[config.mk]
export PLATFORM = sky130hd
export DESIGN_NAME = i2c_wb_sequencer_flat
export DESIGN_NICKNAME = d
export VERILOG_FILES = /design/src/rtl/i2c_wb_sequencer_if.sv /design/src/rtl/i2c_wb_sequencer.sv /design/src/flat_wrapper.sv
export SDC_FILE = /design/constraint.sdc
export NUM_CORES = 1
export LEC_CHECK = 0
export ABC_CLOCK_PERIOD_IN_PS = 2910
export CAP_MARGIN = 20
export CORE_UTILIZATION = 50
export DETAILED_ROUTE_END_ITERATION = 10
export PLACE_DENSITY_LB_ADDON = 0.12
export RECOVER_POWER = 50
export SETUP_SLACK_MARGIN = 0.5
export SLEW_MARGIN = 20
export SYNTH_ARGS = -nofsm -noshare
export SYNTH_HDL_FRONTEND = slang
export SYNTH_SLANG_ARGS = --single-unit
[constraint.sdc]
create_clock -name clk_i -period 2.91 [get_ports clk_i]
set_clock_uncertainty 0.2 [all_clocks]
set_input_delay 0.291 -clock clk_i [delete_from_list [all_inputs] [get_ports clk_i]]
set_output_delay 0.291 -clock clk_i [all_outputs]
set_load 0.01 [all_outputs]
[src/rtl/i2c_wb_sequencer_if.sv]
// WISHBONE link between the I2C sequencer (master) and the i2c_master_top core (slave).
interface i2c_wb_sequencer_if;
  logic       wb_cyc_o;
  logic       wb_stb_o;
  logic       wb_we_o;
  logic [2:0] wb_adr_o;
  logic [7:0] wb_dat_o;
  logic [7:0] wb_dat_i;
  logic       wb_ack_i;

  modport master (output wb_cyc_o, wb_stb_o, wb_we_o, wb_adr_o, wb_dat_o,
                  input  wb_dat_i, wb_ack_i);
  modport slave  (input  wb_cyc_o, wb_stb_o, wb_we_o, wb_adr_o, wb_dat_o,
                  output wb_dat_i, wb_ack_i);
endinterface

[src/rtl/i2c_wb_sequencer.sv]
// I2C transaction sequencer: configures the WISHBONE I2C master core, then
// serves two hardware requesters round-robin with full register-level sequences.
module i2c_wb_sequencer #(
  parameter logic [15:0] PRESCALE = 16'd199,
  parameter logic [15:0] TIMEOUT  = 16'd4095
) (
  input  logic        clk_i,
  input  logic        rst_n_i,
  input  logic [1:0]  req_i,
  input  logic [13:0] req_addr_i,
  input  logic [1:0]  req_rnw_i,
  input  logic [3:0]  req_len_i,
  input  logic [63:0] req_wdat_i,
  output logic [1:0]  gnt_o,
  output logic [1:0]  done_o,
  output logic [1:0]  err_o,
  output logic [31:0] rdat_o,
  output logic        init_done_o,
  output logic        busy_o,
  i2c_wb_sequencer_if.master wb
);

  typedef enum logic [3:0] {
    S_INIT_PRLO, S_INIT_PRHI, S_INIT_CTR, S_IDLE, S_ADDR_TXR, S_ADDR_CR, S_POLL,
    S_WR_TXR, S_WR_CR, S_RD_CR, S_RD_RXR, S_STOP, S_STOP_WAIT, S_DONE
  } state_t;
  typedef enum logic [1:0] {PH_ADDR, PH_WR, PH_RD} phase_t;

  state_t      r_state, w_nstate;
  phase_t      r_phase;
  logic        r_cyc, r_we;
  logic [2:0]  r_adr;
  logic [7:0]  r_dat;
  logic        r_g, r_last, r_rnw, r_err, r_init, r_busy;
  logic [6:0]  r_addr;
  logic [1:0]  r_len, r_idx, r_gnt, r_done, r_erro;
  logic [31:0] r_wdat, r_rdat;
  logic [15:0] r_poll;

  logic        w_start, w_we, w_done, w_last, w_pick, w_grant;
  logic        w_set_err, w_poll_inc, w_idx_inc, w_rd_store;
  logic [2:0]  w_adr;
  logic [7:0]  w_dat, w_sr, w_txbyte;
  logic [1:0]  w_req;

  assign w_done   = r_cyc & wb.wb_ack_i;
  assign w_sr     = wb.wb_dat_i;
  assign w_last   = (r_idx == r_len);
  assign w_txbyte = r_wdat[{r_idx, 3'b000} +: 8];
  // requests still held during the done pulse belong to the finished transaction
  assign w_req    = req_i & ~r_done;
  assign w_pick   = (&w_req) ? ~r_last : w_req[1];

  assign wb.wb_cyc_o = r_cyc;
  assign wb.wb_stb_o = r_cyc;
  assign wb.wb_we_o  = r_we;
  assign wb.wb_adr_o = r_adr;
  assign wb.wb_dat_o = r_dat;
  assign gnt_o       = r_gnt;
  assign done_o      = r_done;
  assign err_o       = r_erro;
  assign rdat_o      = r_rdat;
  assign init_done_o = r_init;
  assign busy_o      = r_busy;

  // state register
  always_ff @(posedge clk_i or negedge rst_n_i)
    if (!rst_n_i) r_state <= S_INIT_PRLO;
    else          r_state <= w_nstate;

  // next state and the bus access each state wants; a new access starts only
  // once cyc is low, which yields the idle cycle after every ack
  always_comb begin
    w_nstate = r_state; w_start = 1'b0; w_we = 1'b0; w_adr = 3'd0; w_dat = 8'h00;
    w_grant = 1'b0; w_set_err = 1'b0; w_poll_inc = 1'b0; w_idx_inc = 1'b0; w_rd_store = 1'b0;
    case (r_state)
      S_INIT_PRLO: begin
        w_start = ~r_cyc; w_we = 1'b1; w_adr = 3'd0; w_dat = PRESCALE[7:0];
        if (w_done) w_nstate = S_INIT_PRHI;
      end
      S_INIT_PRHI: begin
        w_start = ~r_cyc; w_we = 1'b1; w_adr = 3'd1; w_dat = PRESCALE[15:8];
        if (w_done) w_nstate = S_INIT_CTR;
      end
      S_INIT_CTR: begin
        w_start = ~r_cyc; w_we = 1'b1; w_adr = 3'd2; w_dat = 8'h80;
        if (w_done) w_nstate = S_IDLE;
      end
      S_IDLE: if (|w_req) begin w_grant = 1'b1; w_nstate = S_ADDR_TXR; end
      S_ADDR_TXR: begin
        w_start = ~r_cyc; w_we = 1'b1; w_adr = 3'd3; w_dat = {r_addr, r_rnw};
        if (w_done) w_nstate = S_ADDR_CR;
      end
      S_ADDR_CR: begin
        w_start = ~r_cyc; w_we = 1'b1; w_adr = 3'd4; w_dat = 8'h90;
        if (w_done) w_nstate = S_POLL;
      end
      S_POLL: begin
        w_start = ~r_cyc; w_adr = 3'd4;
        if (w_done) begin
          if (w_sr[1]) begin
            if (r_poll == TIMEOUT) begin w_set_err = 1'b1; w_nstate = S_STOP; end
            else w_poll_inc = 1'b1;
          end else if (w_sr[5]) begin
            // arbitration lost: the core has already released the bus
            w_set_err = 1'b1; w_nstate = S_DONE;
          end else begin
            case (r_phase)
              PH_ADDR:
                if (w_sr[7]) begin w_set_err = 1'b1; w_nstate = S_STOP; end
                else w_nstate = r_rnw ? S_RD_CR : S_WR_TXR;
              PH_WR:
                if (w_last) begin
                  if (w_sr[7]) begin w_set_err = 1'b1; w_nstate = S_DONE; end
                  else w_nstate = S_STOP_WAIT;
                end else if (w_sr[7]) begin w_set_err = 1'b1; w_nstate = S_STOP; end
                else begin w_idx_inc = 1'b1; w_nstate = S_WR_TXR; end
              default: w_nstate = S_RD_RXR;
            endcase
          end
        end
      end
      S_WR_TXR: begin
        w_start = ~r_cyc; w_we = 1'b1; w_adr = 3'd3; w_dat = w_txbyte;
        if (w_done) w_nstate = S_WR_CR;
      end
      S_WR_CR: begin
        w_start = ~r_cyc; w_we = 1'b1; w_adr = 3'd4; w_dat = w_last ? 8'h50 : 8'h10;
        if (w_done) w_nstate = S_POLL;
      end
      S_RD_CR: begin
        w_start = ~r_cyc; w_we = 1'b1; w_adr = 3'd4; w_dat = w_last ? 8'h68 : 8'h20;
        if (w_done) w_nstate = S_POLL;
      end
      S_RD_RXR: begin
        w_start = ~r_cyc; w_adr = 3'd3;
        if (w_done) begin
          w_rd_store = 1'b1;
          if (w_last) w_nstate = S_STOP_WAIT;
          else begin w_idx_inc = 1'b1; w_nstate = S_RD_CR; end
        end
      end
      S_STOP: begin
        w_start = ~r_cyc; w_we = 1'b1; w_adr = 3'd4; w_dat = 8'h40;
        if (w_done) w_nstate = S_STOP_WAIT;
      end
      S_STOP_WAIT: begin
        w_start = ~r_cyc; w_adr = 3'd4;
        if (w_done) begin
          if (!w_sr[6]) w_nstate = S_DONE;
          else if (r_poll == TIMEOUT) begin w_set_err = 1'b1; w_nstate = S_DONE; end
          else w_poll_inc = 1'b1;
        end
      end
      S_DONE:  w_nstate = S_IDLE;
      default: w_nstate = S_IDLE;
    endcase
  end

  // WISHBONE master registers: launch on start, drop everything after the ack edge
  always_ff @(posedge clk_i or negedge rst_n_i)
    if (!rst_n_i) begin
      r_cyc <= 1'b0; r_we <= 1'b0; r_adr <= 3'd0; r_dat <= 8'h00;
    end else if (w_start) begin
      r_cyc <= 1'b1; r_we <= w_we; r_adr <= w_adr; r_dat <= w_dat;
    end else if (w_done) begin
      r_cyc <= 1'b0; r_we <= 1'b0; r_adr <= 3'd0; r_dat <= 8'h00;
    end

  // transaction datapath: grant/latch, poll counter, byte index, read data, status pulses
  always_ff @(posedge clk_i or negedge rst_n_i)
    if (!rst_n_i) begin
      r_phase <= PH_ADDR; r_g <= 1'b0; r_last <= 1'b1; r_rnw <= 1'b0; r_err <= 1'b0;
      r_init <= 1'b0; r_busy <= 1'b0; r_addr <= 7'd0; r_len <= 2'd0; r_idx <= 2'd0;
      r_gnt <= 2'b00; r_done <= 2'b00; r_erro <= 2'b00; r_wdat <= 32'd0; r_rdat <= 32'd0;
      r_poll <= 16'd0;
    end else begin
      r_busy <= (w_nstate != S_IDLE);
      r_done <= 2'b00;
      r_erro <= 2'b00;
      if (w_done && r_state == S_INIT_CTR) r_init <= 1'b1;
      if (w_grant) begin
        r_g    <= w_pick;
        r_gnt  <= w_pick ? 2'b10 : 2'b01;
        r_addr <= w_pick ? req_addr_i[13:7] : req_addr_i[6:0];
        r_rnw  <= req_rnw_i[w_pick];
        r_len  <= w_pick ? req_len_i[3:2] : req_len_i[1:0];
        r_wdat <= w_pick ? req_wdat_i[63:32] : req_wdat_i[31:0];
        r_rdat <= 32'd0; r_err <= 1'b0; r_idx <= 2'd0;
      end
      if (w_done && r_state == S_ADDR_CR) r_phase <= PH_ADDR;
      if (w_done && r_state == S_WR_CR)   r_phase <= PH_WR;
      if (w_done && r_state == S_RD_CR)   r_phase <= PH_RD;
      // every control-register write restarts the poll budget
      if (w_done && r_we && r_adr == 3'd4) r_poll <= 16'd0;
      else if (w_poll_inc)                 r_poll <= r_poll + 16'd1;
      if (w_idx_inc)  r_idx <= r_idx + 2'd1;
      if (w_set_err)  r_err <= 1'b1;
      if (w_rd_store) r_rdat[{r_idx, 3'b000} +: 8] <= w_sr;
      if (r_state == S_DONE) begin
        r_done[r_g] <= 1'b1;
        r_erro[r_g] <= r_err;
        r_gnt       <= 2'b00;
        r_last      <= r_g;
      end
    end

endmodule

[src/flat_wrapper.sv]
// flat-port wrapper written by rule: the top's interface ports become plain ports
module i2c_wb_sequencer_flat 
#(
  parameter logic [15:0] PRESCALE = 16'd199,
  parameter logic [15:0] TIMEOUT  = 16'd4095
)
  (clk_i, rst_n_i, req_i, req_addr_i, req_rnw_i, req_len_i, req_wdat_i, gnt_o, done_o, err_o, rdat_o, init_done_o, busy_o, wb_wb_cyc_o, wb_wb_stb_o, wb_wb_we_o, wb_wb_adr_o, wb_wb_dat_o, wb_wb_dat_i, wb_wb_ack_i);
  i2c_wb_sequencer_if wb_i ();
  input  logic clk_i;
  input  logic rst_n_i;
  input  logic [1:0] req_i;
  input  logic [13:0] req_addr_i;
  input  logic [1:0] req_rnw_i;
  input  logic [3:0] req_len_i;
  input  logic [63:0] req_wdat_i;
  output logic [1:0] gnt_o;
  output logic [1:0] done_o;
  output logic [1:0] err_o;
  output logic [31:0] rdat_o;
  output logic init_done_o;
  output logic busy_o;
  output wire logic [$bits(wb_i.wb_cyc_o)-1:0] wb_wb_cyc_o;
  output wire logic [$bits(wb_i.wb_stb_o)-1:0] wb_wb_stb_o;
  output wire logic [$bits(wb_i.wb_we_o)-1:0] wb_wb_we_o;
  output wire logic [$bits(wb_i.wb_adr_o)-1:0] wb_wb_adr_o;
  output wire logic [$bits(wb_i.wb_dat_o)-1:0] wb_wb_dat_o;
  input wire logic [$bits(wb_i.wb_dat_i)-1:0] wb_wb_dat_i;
  input wire logic [$bits(wb_i.wb_ack_i)-1:0] wb_wb_ack_i;
  assign wb_wb_cyc_o = wb_i.wb_cyc_o;
  assign wb_wb_stb_o = wb_i.wb_stb_o;
  assign wb_wb_we_o = wb_i.wb_we_o;
  assign wb_wb_adr_o = wb_i.wb_adr_o;
  assign wb_wb_dat_o = wb_i.wb_dat_o;
  assign wb_i.wb_dat_i = wb_wb_dat_i;
  assign wb_i.wb_ack_i = wb_wb_ack_i;
  i2c_wb_sequencer #(.PRESCALE(PRESCALE), .TIMEOUT(TIMEOUT)) u_core (.clk_i(clk_i), .rst_n_i(rst_n_i), .req_i(req_i), .req_addr_i(req_addr_i), .req_rnw_i(req_rnw_i), .req_len_i(req_len_i), .req_wdat_i(req_wdat_i), .gnt_o(gnt_o), .done_o(done_o), .err_o(err_o), .rdat_o(rdat_o), .init_done_o(init_done_o), .busy_o(busy_o), .wb(wb_i));
endmodule
* After elaboration in Yosys (flattened, before gate mapping) *
Index checks and enable logic that the tools add are counted.

word-level totals
  word-level logic and storage cells = 167
  register bits after elaboration = 122

operators by class
  shift-type cells = 3
  add/sub/neg operators = 3
  magnitude comparators = 3
  muxes and demuxes = 90
  reduce and logical (&&, ||, !) cells = 23
  eq/ne operators = 18
  bitwise logic cells = 6

operator list
  cell                                                                     count
  32-bit two-way mux                                                       3
  4-bit two-way mux                                                        20
  8-bit one-hot mux with 8 select lines                                    1
  4-bit one-hot mux with 11 select lines                                   1
  1-bit two-way mux                                                        37
  32-bit bitwise mux                                                       1
  16-bit two-way mux                                                       2
  8-bit by 7-bit variable shift with 32-bit output, first input constant   1
  32-bit by 6-bit indexed part select with 8-bit output                    1
  8-bit by 7-bit indexed part select with 32-bit output                    1
  4-bit equality test, second input constant                               6
  2-bit two-way mux                                                        11
  7-bit two-way mux                                                        3
  16-bit by 1-bit adder with 16-bit output, second input constant          1
  16-bit by 12-bit equality test with 1-bit output, second input constant  1
  4-bit by 3-bit equality test with 1-bit output, second input constant    4
  8-bit two-way mux                                                        2
  3-bit one-hot mux with 4 select lines                                    1
  12-bit OR reduction                                                      1
  2-bit nonzero test                                                       5
  3-bit two-way mux                                                        3
  9-bit OR reduction                                                       1
  4-bit by 2-bit equality test with 1-bit output, second input constant    2
  4-bit one-hot mux with 2 select lines                                    1
  other kinds (23)                                                         36

* Longest topological paths before layout *
Gate-level depths: netlist of the first run.

  word-level depth = 8
  mapped depth = 9
  mapped depth without buffers = 7

* Worst setup path before layout of the first run *
OpenSTA, ideal clock, no wires.

  path type = flip-flop to flip-flop
  start = register u_core.r_poll[12]
  end = register u_core.r_busy, in the netlist u_core.busy_o
  slack = 0.255 ns
  buffers on the path = 1
  data required time = 2.572 ns
  data arrival time = 2.317 ns
  period minus slack after synthesis = 2.655 ns
  cell stages (with the launch flop) = 8
  cells stage by stage = dfrtp_1 -> or4_1 -> or4_1 -> buf_2 -> nand2_4 -> o221ai_2 -> nor3b_1 -> or4b_1

between the ends
  longest elaborated chain between the ends = 6
  elaborated cells between the ends (all ways) = 9

ends and longest elaborated chain
  element                                             line                                              source
  from (decl)                                         i2c_wb_sequencer.sv:38                            logic [15:0] r_poll;
  from (signal assigned)                              i2c_wb_sequencer.sv:196                           else if (w_poll_inc) r_poll <= r_poll + 16'd1;
  16-bit by 12-bit equality test with 1-bit output *  i2c_wb_sequencer.sv:102, i2c_wb_sequencer.sv:151
  4-bit two-way mux (on tied branches)                i2c_wb_sequencer.sv:151, i2c_wb_sequencer.sv:102
  4-bit two-way mux (on tied branches)                i2c_wb_sequencer.sv:150, i2c_wb_sequencer.sv:101
  4-bit two-way mux (on tied branches)                i2c_wb_sequencer.sv:149, i2c_wb_sequencer.sv:100
  4-bit one-hot mux with 11 select lines *            i2c_wb_sequencer.sv:76                            case (r_state)
  4-bit by 2-bit inequality test with 1-bit output *  i2c_wb_sequencer.sv:178                           r_busy <= (w_nstate != S_IDLE);
  to (signal assigned)                                i2c_wb_sequencer.sv:178
  to (decl)                                           i2c_wb_sequencer.sv:34                            logic r_g, r_last, r_rnw, r_err, r_init, r_busy;

Every way passes the cells marked *; elsewhere a longest branch is shown, timed or not.
A chain may end at the register's enable or synchronous reset.

* Worst setup path in the final report of the first run *
  start = register u_core.r_poll[13]
  end = register u_core.r_busy, in the netlist u_core.busy_o

The elaborated chain is that of the path after synthesis.

==> results.yml, run 1 <==
status:
  status: "finished, final reports clean"
synth:
  synth-async-reset-ratio_pct: 100
  yosys_register_bits: 122
  synth_compound_area_share_pct: 17.1
  synth_warnings: 0
  synth-main-ff-cell: "dfrtp_1"
  ys_types: 65
  synth_area_per_cell_sq_um: 9.43
  synthCells: 667
  synthSimpleGateAreaFrac_pct: 17.7
  synth_xor_area_share_pct: 1.53
  synth_nets: 770
  synth_edf_count: 0
  seq_area_frac_synth_pct: 48.5
  muxShareOfSynthArea_pct: 9.88
  syn-cell-area_sq_um: 6290
  synthAdderAreaFrac_pct: 1.19
  synth_top_family_by_area: "simple AND/OR/NAND/NOR gates"
cts:
  cts_tree: "yes"
  clockBufferDepth: 2
  cts_buffers: 17
  cts-root-buf: "clkbuf_16"
  clk_latency_ps: 420
  h-tree-depth: 4
  clkTransAtPathRegs_ps: 50
  cts_sinks: 122
routing:
  drt_iter0_markers: 341
  drc: 0
  ant_nets: 0
  post_drt_via_cell_ratio: 5.79
  first_pass_iters: 5
  drt_wl_total_microns: 17800
  route.detailed.wl_per_inst_microns: 17.8
  vias: 5803
final_layout:
  antenna_cells: 0
  final_core_util_pct: 72.5
  final_cell_mix: "clkdlybuf4s50_1 (129), dfrtp_1 (120), nand2_1 (98), o21ai_0 (92), mux2i_1 (43)"
  final_nets: 925
  fin_cells: 1003
  layout_commonest_cell: "clkdlybuf4s50_1"
  areaGrowthSynthToFinish_pct: 40.2
  drive_gt1_share_pct: 11.5
setup_path:
  cp_common_cell: "or4_4"
  critPathSlowestCell: "or4_4"
  cp.arrival_ps: 2800
  cp_slowest_stage_delay_ps: 580
  path_buf_inv: 0
  r2r_cells: 6
  crit_chain: "or4_4, or4_4, nand2_4, o221ai_2, nor3b_2, or4b_1"
  reg2reg_setup_slack_ps: 200
  start_kind: "flop"
  worstSetupPathType: "flop to flop"
  worst_r2r_endpoint: "u_core.busy_o$_DFF_PN0_"
  required_ps: 2990
  worstReg2RegStart: "u_core.r_poll[13]$_DFFE_PN0P_"
  critical_path.endpoint_type: "flop"
  crit_fanout: 4
  cp_top_family: "simple AND/OR/NAND/NOR gates"
floorplan:
  rows: 40
  coreArea_sq_um: 12200
  die_h_microns: 114
  io_pins: 151
  start_util_pct: 51.7
  die-area_sq_um: 13000
  fp.dieW_microns: 114
sta:
  fin_setup_tns_ps: 0
  timing.final.crit_period_ps: 2710
  slew_headroom_pct: 26.5
  worstMarginPinSlew_ps: 1100
  rsz0062_at_grt: "yes"
  fmax_ghz: 0.369
  slew_violations: 0
  hold_viol: 0
  setup_viol: 0
  period_share_pct: 93.2
grt:
  antenna_found_initial: 0
  grtUsageMet2_pct: 45.9
  grt.busiest_layer: "met2"
  grtUsageTotal_pct: 28.7
  grt_pass1_vias: 5571
  met1_usage_pct: 37.8
  grt-ovfl-total: 0
  grt_pass1_wl_microns: 28400
  met3_usage_pct: 7.04
  grt_start_max_net_pins: 68
min_path:
  hp-class: "flop to flop"
  hold-path-cell-count: 2
  hold_path_end: "u_core.r_wdat[20]$_DFFE_PN0P_"
  hp-start: "u_core.r_wdat[20]$_DFFE_PN0P_"
power:
  leakagePower_nw: 3.81
  cellPowerDensity_nw_per_um2: 741
  peakVddDrop_v: 0.000472
  power_mw: 6.53
placed_design:
  io_buffers: 150
  dpl.hpwl_microns: 12400
  place_inst: 963
  routabilityCongestion: 0.857
flow_run:
  max-cap-violations: 0
[worst max path at each step]
stage                                        startpoint                            to  slack, ps  cells after the start
after global routing                            rst_n_i  u_core.r_wdat[6]$_DFFE_PN0P_        130                      3
after floorplan           u_core.r_poll[13]$_DFFE_PN0P_       u_core.busy_o$_DFF_PN0_        270                      7
after CTS                 u_core.r_poll[13]$_DFFE_PN0P_       u_core.busy_o$_DFF_PN0_        270                      6
after detailed placement  u_core.r_poll[13]$_DFFE_PN0P_       u_core.busy_o$_DFF_PN0_        160                      6
final                     u_core.r_poll[13]$_DFFE_PN0P_       u_core.busy_o$_DFF_PN0_        200                      6
after global placement    u_core.r_poll[13]$_DFFE_PN0P_       u_core.busy_o$_DFF_PN0_        200                      6
[synth_stat cells (2+ instances only)]
library cell	instances	share of area (%)
or4_1	2	0.24
o21a_1	2	0.24
dfrtp_1	121	48
nand3_1	37	2.9
nor2b_1	6	0.60
nor3_1	14	1.1
or3_1	9	0.89
nor3b_1	2	0.24
a21o_1	3	0.36
nand4_1	7	0.70
a32oi_1	3	0.42
o31ai_1	2	0.24
a221o_1	2	0.32
ha_1	6	1.2
xnor2_1	8	1.1
buf_2	2	0.16
a41o_1	2	0.32
nand3b_1	2	0.24
nand2b_1	5	0.50
a22o_1	13	1.8
xor2_1	3	0.42
mux4_2	8	2.9
clkbuf_1	37	2.2
nor4_1	3	0.30
o22ai_1	2	0.20
o211ai_1	5	0.60
o221ai_1	2	0.28
inv_1	14	0.84
o21ai_1	2	0.16
nand2_1	104	6.2
and2_1	4	0.40
nor2_1	30	1.8
a211oi_1	3	0.36
mux2i_1	43	6.8
and3_1	3	0.30
a311oi_1	2	0.28
o21ai_0	94	7.5
a31oi_1	9	0.89
buf_1	9	0.54
a21oi_1	17	1.4
[logic make-up (layout without fill, tap and decap cells)]
group / count (synthesis) / in the layout
xor gates and xnor gates: 11 / 11
DFF: 122 / 122
adders and majority gates: 6 / 6
muxes: 52 / 52
AOI/OAI and AO/OA: 175 / 175
buffers and inverters: 64 / 231
and+or+nand+nor: 237 / 238
[layer usage]
metal	routed length, microns	share of wire [%]
met4	496	2.8
met5	0	0
met3	1100	6.2
met2	8830	50
met1	7380	41
[metrics by stage]
stage | worst slack, ps | hold WS [ps] | cell area, sq um
2_1_floorplan | 268 | -205 | 6330
3_3_place_gp | 198 | -8.75 | 8070
3_5_place_dp | 160 | -6.19 | 8070
4_1_cts | 271 | 92.9 | 8760
5_1_grt | 129 | 303 | 8820
6_report | 197 | 274 | 8820
[where the power goes]
part,leakage (nW),switching (mW),internal [mW]
combinational,1.88,1.05,0.862
clock,0.305,0.728,1.53
sequential,1.62,0.291,2.08
total,3.81,2.07,4.46
[registers in the layout, indices dropped and copies added, names as in the netlist, 2 cells and up]
| register | cells |
|---|---|
| u_core.done_o | 2 |
| u_core.r_idx | 2 |
| u_core.gnt_o | 2 |
| u_core.r_state | 4 |
| u_core.wb.wb_dat_o | 8 |
| u_core.r_wdat | 32 |
| u_core.r_addr | 7 |
| u_core.r_poll | 16 |
| u_core.r_phase | 2 |
| u_core.rdat_o | 32 |
| u_core.r_len | 2 |
| u_core.wb.wb_adr_o | 3 |
| u_core.err_o | 2 |
[worst reg2reg max path, cell delays in order, from the launching register on]
cell and delay [ps]:
dfrtp_1 390, or4_4 540, or4_4 580, nand2_4 100
o221ai_2 80, nor3b_2 180, or4b_1 500
[what timing repair did]
item,4_1_cts,5_1_grt
pin swaps,2,11
cloned,1,0
endpoints found under the hold margin,86,0
gates resized for setup,6,18
endpoints found under the setup margin,37,91
buffers inserted,2,4
hold buffers,1,0
[layout make-up]
cell class	count	area [sq um]
clock buffer	26	499
clock inverter	6	136
fill	896	3340
inverter	14	52.6
multi-input combinational	482	3100
sequential	122	3060
tap	168	210
timing repair buffer	185	1770
(Power assumes the default switching activity.)
==> run 2: changes to the inputs <==
--- a/config.mk
+++ b/config.mk
@@ -6,12 +6,12 @@
 export NUM_CORES = 1
 export LEC_CHECK = 0
 export ABC_CLOCK_PERIOD_IN_PS = 2910
-export CAP_MARGIN = 20
 export CORE_UTILIZATION = 50
 export DETAILED_ROUTE_END_ITERATION = 10
 export PLACE_DENSITY_LB_ADDON = 0.12
 export RECOVER_POWER = 50
 export SETUP_SLACK_MARGIN = 0.5
+export SKIP_LAST_GASP = 1
 export SLEW_MARGIN = 20
 export SYNTH_ARGS = -nofsm -noshare
 export SYNTH_HDL_FRONTEND = slang
==> results of run 2 <==
No change in the layout: final DEF, timing and power equal those of run 1.
==> run 3: changes to the inputs <==
--- a/config.mk
+++ b/config.mk
@@ -8,6 +8,7 @@
 export ABC_CLOCK_PERIOD_IN_PS = 2910
 export CORE_UTILIZATION = 50
 export DETAILED_ROUTE_END_ITERATION = 10
+export MAX_ROUTING_LAYER = met4
 export PLACE_DENSITY_LB_ADDON = 0.12
 export RECOVER_POWER = 50
 export SETUP_SLACK_MARGIN = 0.5
==> run 3 against run 2 <==
Compared with the run above:
- design area is 0.67% lower
- core utilization is 0.48 points lower
- maximum frequency decreased by 0.97%
- flip-flop and latch count did not move
- critical endpoint unchanged
- combinational power is essentially flat
- setup slack got worse by 27 ps
- register-to-register slack worse by 30 ps
- hold slack improved by 1.8 ps
- largest power group unchanged
==> results.yml, run 3 (synthesis gave the netlist of run 1 again) <==
placed_design:
  io_buffers: 150
  dpl.hpwl_microns: 12600
  place_area_sq_um: 8080
  routabilityCongestion: 0.914
min_path:
  hp-start: "u_core.r_wdat[19]$_DFFE_PN0P_"
  hp-class: "flop to flop"
setup_path:
  r2r_cells: 6
  critical_path.endpoint_type: "flop"
  worst_r2r_endpoint: "u_core.busy_o$_DFF_PN0_"
  required_ps: 2990
  worstSetupPathType: "flop to flop"
  path_buf_inv: 0
  crit_fanout: 4
  cp-startpoint: "u_core.r_poll[13]$_DFFE_PN0P_"
  cp_common_cell: "or4_4"
  worstReg2RegStart: "u_core.r_poll[13]$_DFFE_PN0P_"
  cp.arrival_ps: 2820
  start_kind: "flop"
  cp.depth: 6
  reg2reg_setup_slack_ps: 170
  critPathSlowestCell: "or4_4"
  cp_top_family: "simple AND/OR/NAND/NOR gates"
  crit_chain: "or4_4, or4_4, nand2_4, o221ai_2, nor3b_2, or4b_1"
  crit_end: "u_core.busy_o$_DFF_PN0_"
  cp_slowest_stage_delay_ps: 580
sta:
  timing.final.crit_period_ps: 2740
  fmax_ghz: 0.365
  slew_headroom_pct: 19.1
  slew_violations: 0
  fin_setup_tns_ps: 0
  setup_viol: 0
  hold_viol: 0
  period_share_pct: 94.1
  worstMarginPinSlew_ps: 1210
  rsz0062_at_grt: "yes"
cts:
  clockBufferDepth: 2
  clk_latency_ps: 420
  clkTransAtPathRegs_ps: 50
  cts_tree: "yes"
  h-tree-depth: 4
  cts_buffers: 17
  cts_sinks: 122
  cts-root-buf: "clkbuf_16"
grt:
  grt_pass1_vias: 5643
  grt-ovfl-total: 0
  grtUsageTotal_pct: 29.2
  antenna_found_initial: 0
  grt_start_max_net_pins: 59
  grt_pass1_wl_microns: 28200
final_layout:
  final_nets: 924
  seq_area_sq_um: 3060
  multi_input_area_sq_um: 3070
  nFillCells: 939
  areaGrowthSynthToFinish_pct: 39.2
  layout_commonest_cell: "clkdlybuf4s50_1"
  final_core_util_pct: 72.0
  antenna_cells: 0
  drive_gt1_share_pct: 11.6
  postLayoutCellArea_sq_um: 8760
  final_cell_mix: "clkdlybuf4s50_1 (127), dfrtp_1 (120), nand2_1 (98), o21ai_0 (94), mux2i_1 (43)"
floorplan:
  coreArea_sq_um: 12200
  rows: 40
  die-area_sq_um: 13000
  io_pins: 151
  fp.dieW_microns: 114
  start_util_pct: 51.7
  die_h_microns: 114
routing:
  vias: 5740
  drc: 0
  post_drt_via_cell_ratio: 5.73
  ant_nets: 0
  drt_iter0_markers: 376
  drt_wl_total_microns: 17700
  route.detailed.wl_per_inst_microns: 17.7
  first_pass_iters: 5
flow_run:
  max-cap-violations: 0
status:
  status: "finished, final reports clean"
power:
  peakVddDrop_v: 0.000476
  power_mw: 6.40
  leakagePower_nw: 3.80
  cellPowerDensity_nw_per_um2: 731
[run 3: tightest hold or removal path, stage by stage, from the launching register on]
cell	delay [ps]
dfrtp_1	340
nand2_1	50
o21ai_0	60
[run 3: how the worst min path moves through the flow]
stage	end	slack [ps]	cells past startpoint
finish	u_core.r_wdat[19]$_DFFE_PN0P_	280	2
global route	u_core.r_wdat[19]$_DFFE_PN0P_	290	2
CTS	u_core.r_poll[6]$_DFFE_PN0P_	250	2
detailed placement	u_core.r_poll[4]$_DFFE_PN0P_	140	1
global placement	u_core.r_poll[6]$_DFFE_PN0P_	130	1
floorplan	u_core.busy_o$_DFF_PN0_	-200	0
[run 3: routing by layer]
| layer | wire length, microns | track usage, % |
|---|---|---|
| met5 | 0 | - |
| met4 | 372 | 10.9 |
| met3 | 878 | 5.45 |
| met2 | 8770 | 46.9 |
| met1 | 7710 | 36.8 |
[run 3: metrics by stage]
step	hold WS (ps)	worst slack [ps]	instances
after floorplan	-205	268	667
after global placement	133	204	964
after detailed placement	143	128	964
after CTS	253	204	999
after global routing	291	131	1001
final	275	170	1001
[run 3: layout make-up]
class,instances,share of cell area [%]
clock buffers,21,5.48
clock inverters,10,1.33
inverters,14,0.600
multi-input cells,481,35.0
flip-flops and latches,122,34.9
well taps,168,2.40
repair buffers,185,20.3
[run 3: what timing repair did]
action / 4_1_cts / 5_1_grt
resized for setup: 5 / 8
pin swaps: 1 / 1
cloned: 0 / 0
hold buffers: 1 / 0
buffers inserted: 3 / 2
setup endpoints to repair: 17 / 80
hold endpoints to repair: 46 / 0
[run 3: power by group]
| group | switching [mW] | internal, mW |
|---|---|---|
| Sequential | 0.281 | 2.08 |
| Clock | 0.760 | 1.34 |
| Combinational | 1.06 | 0.880 |
| Total | 2.10 | 4.30 |
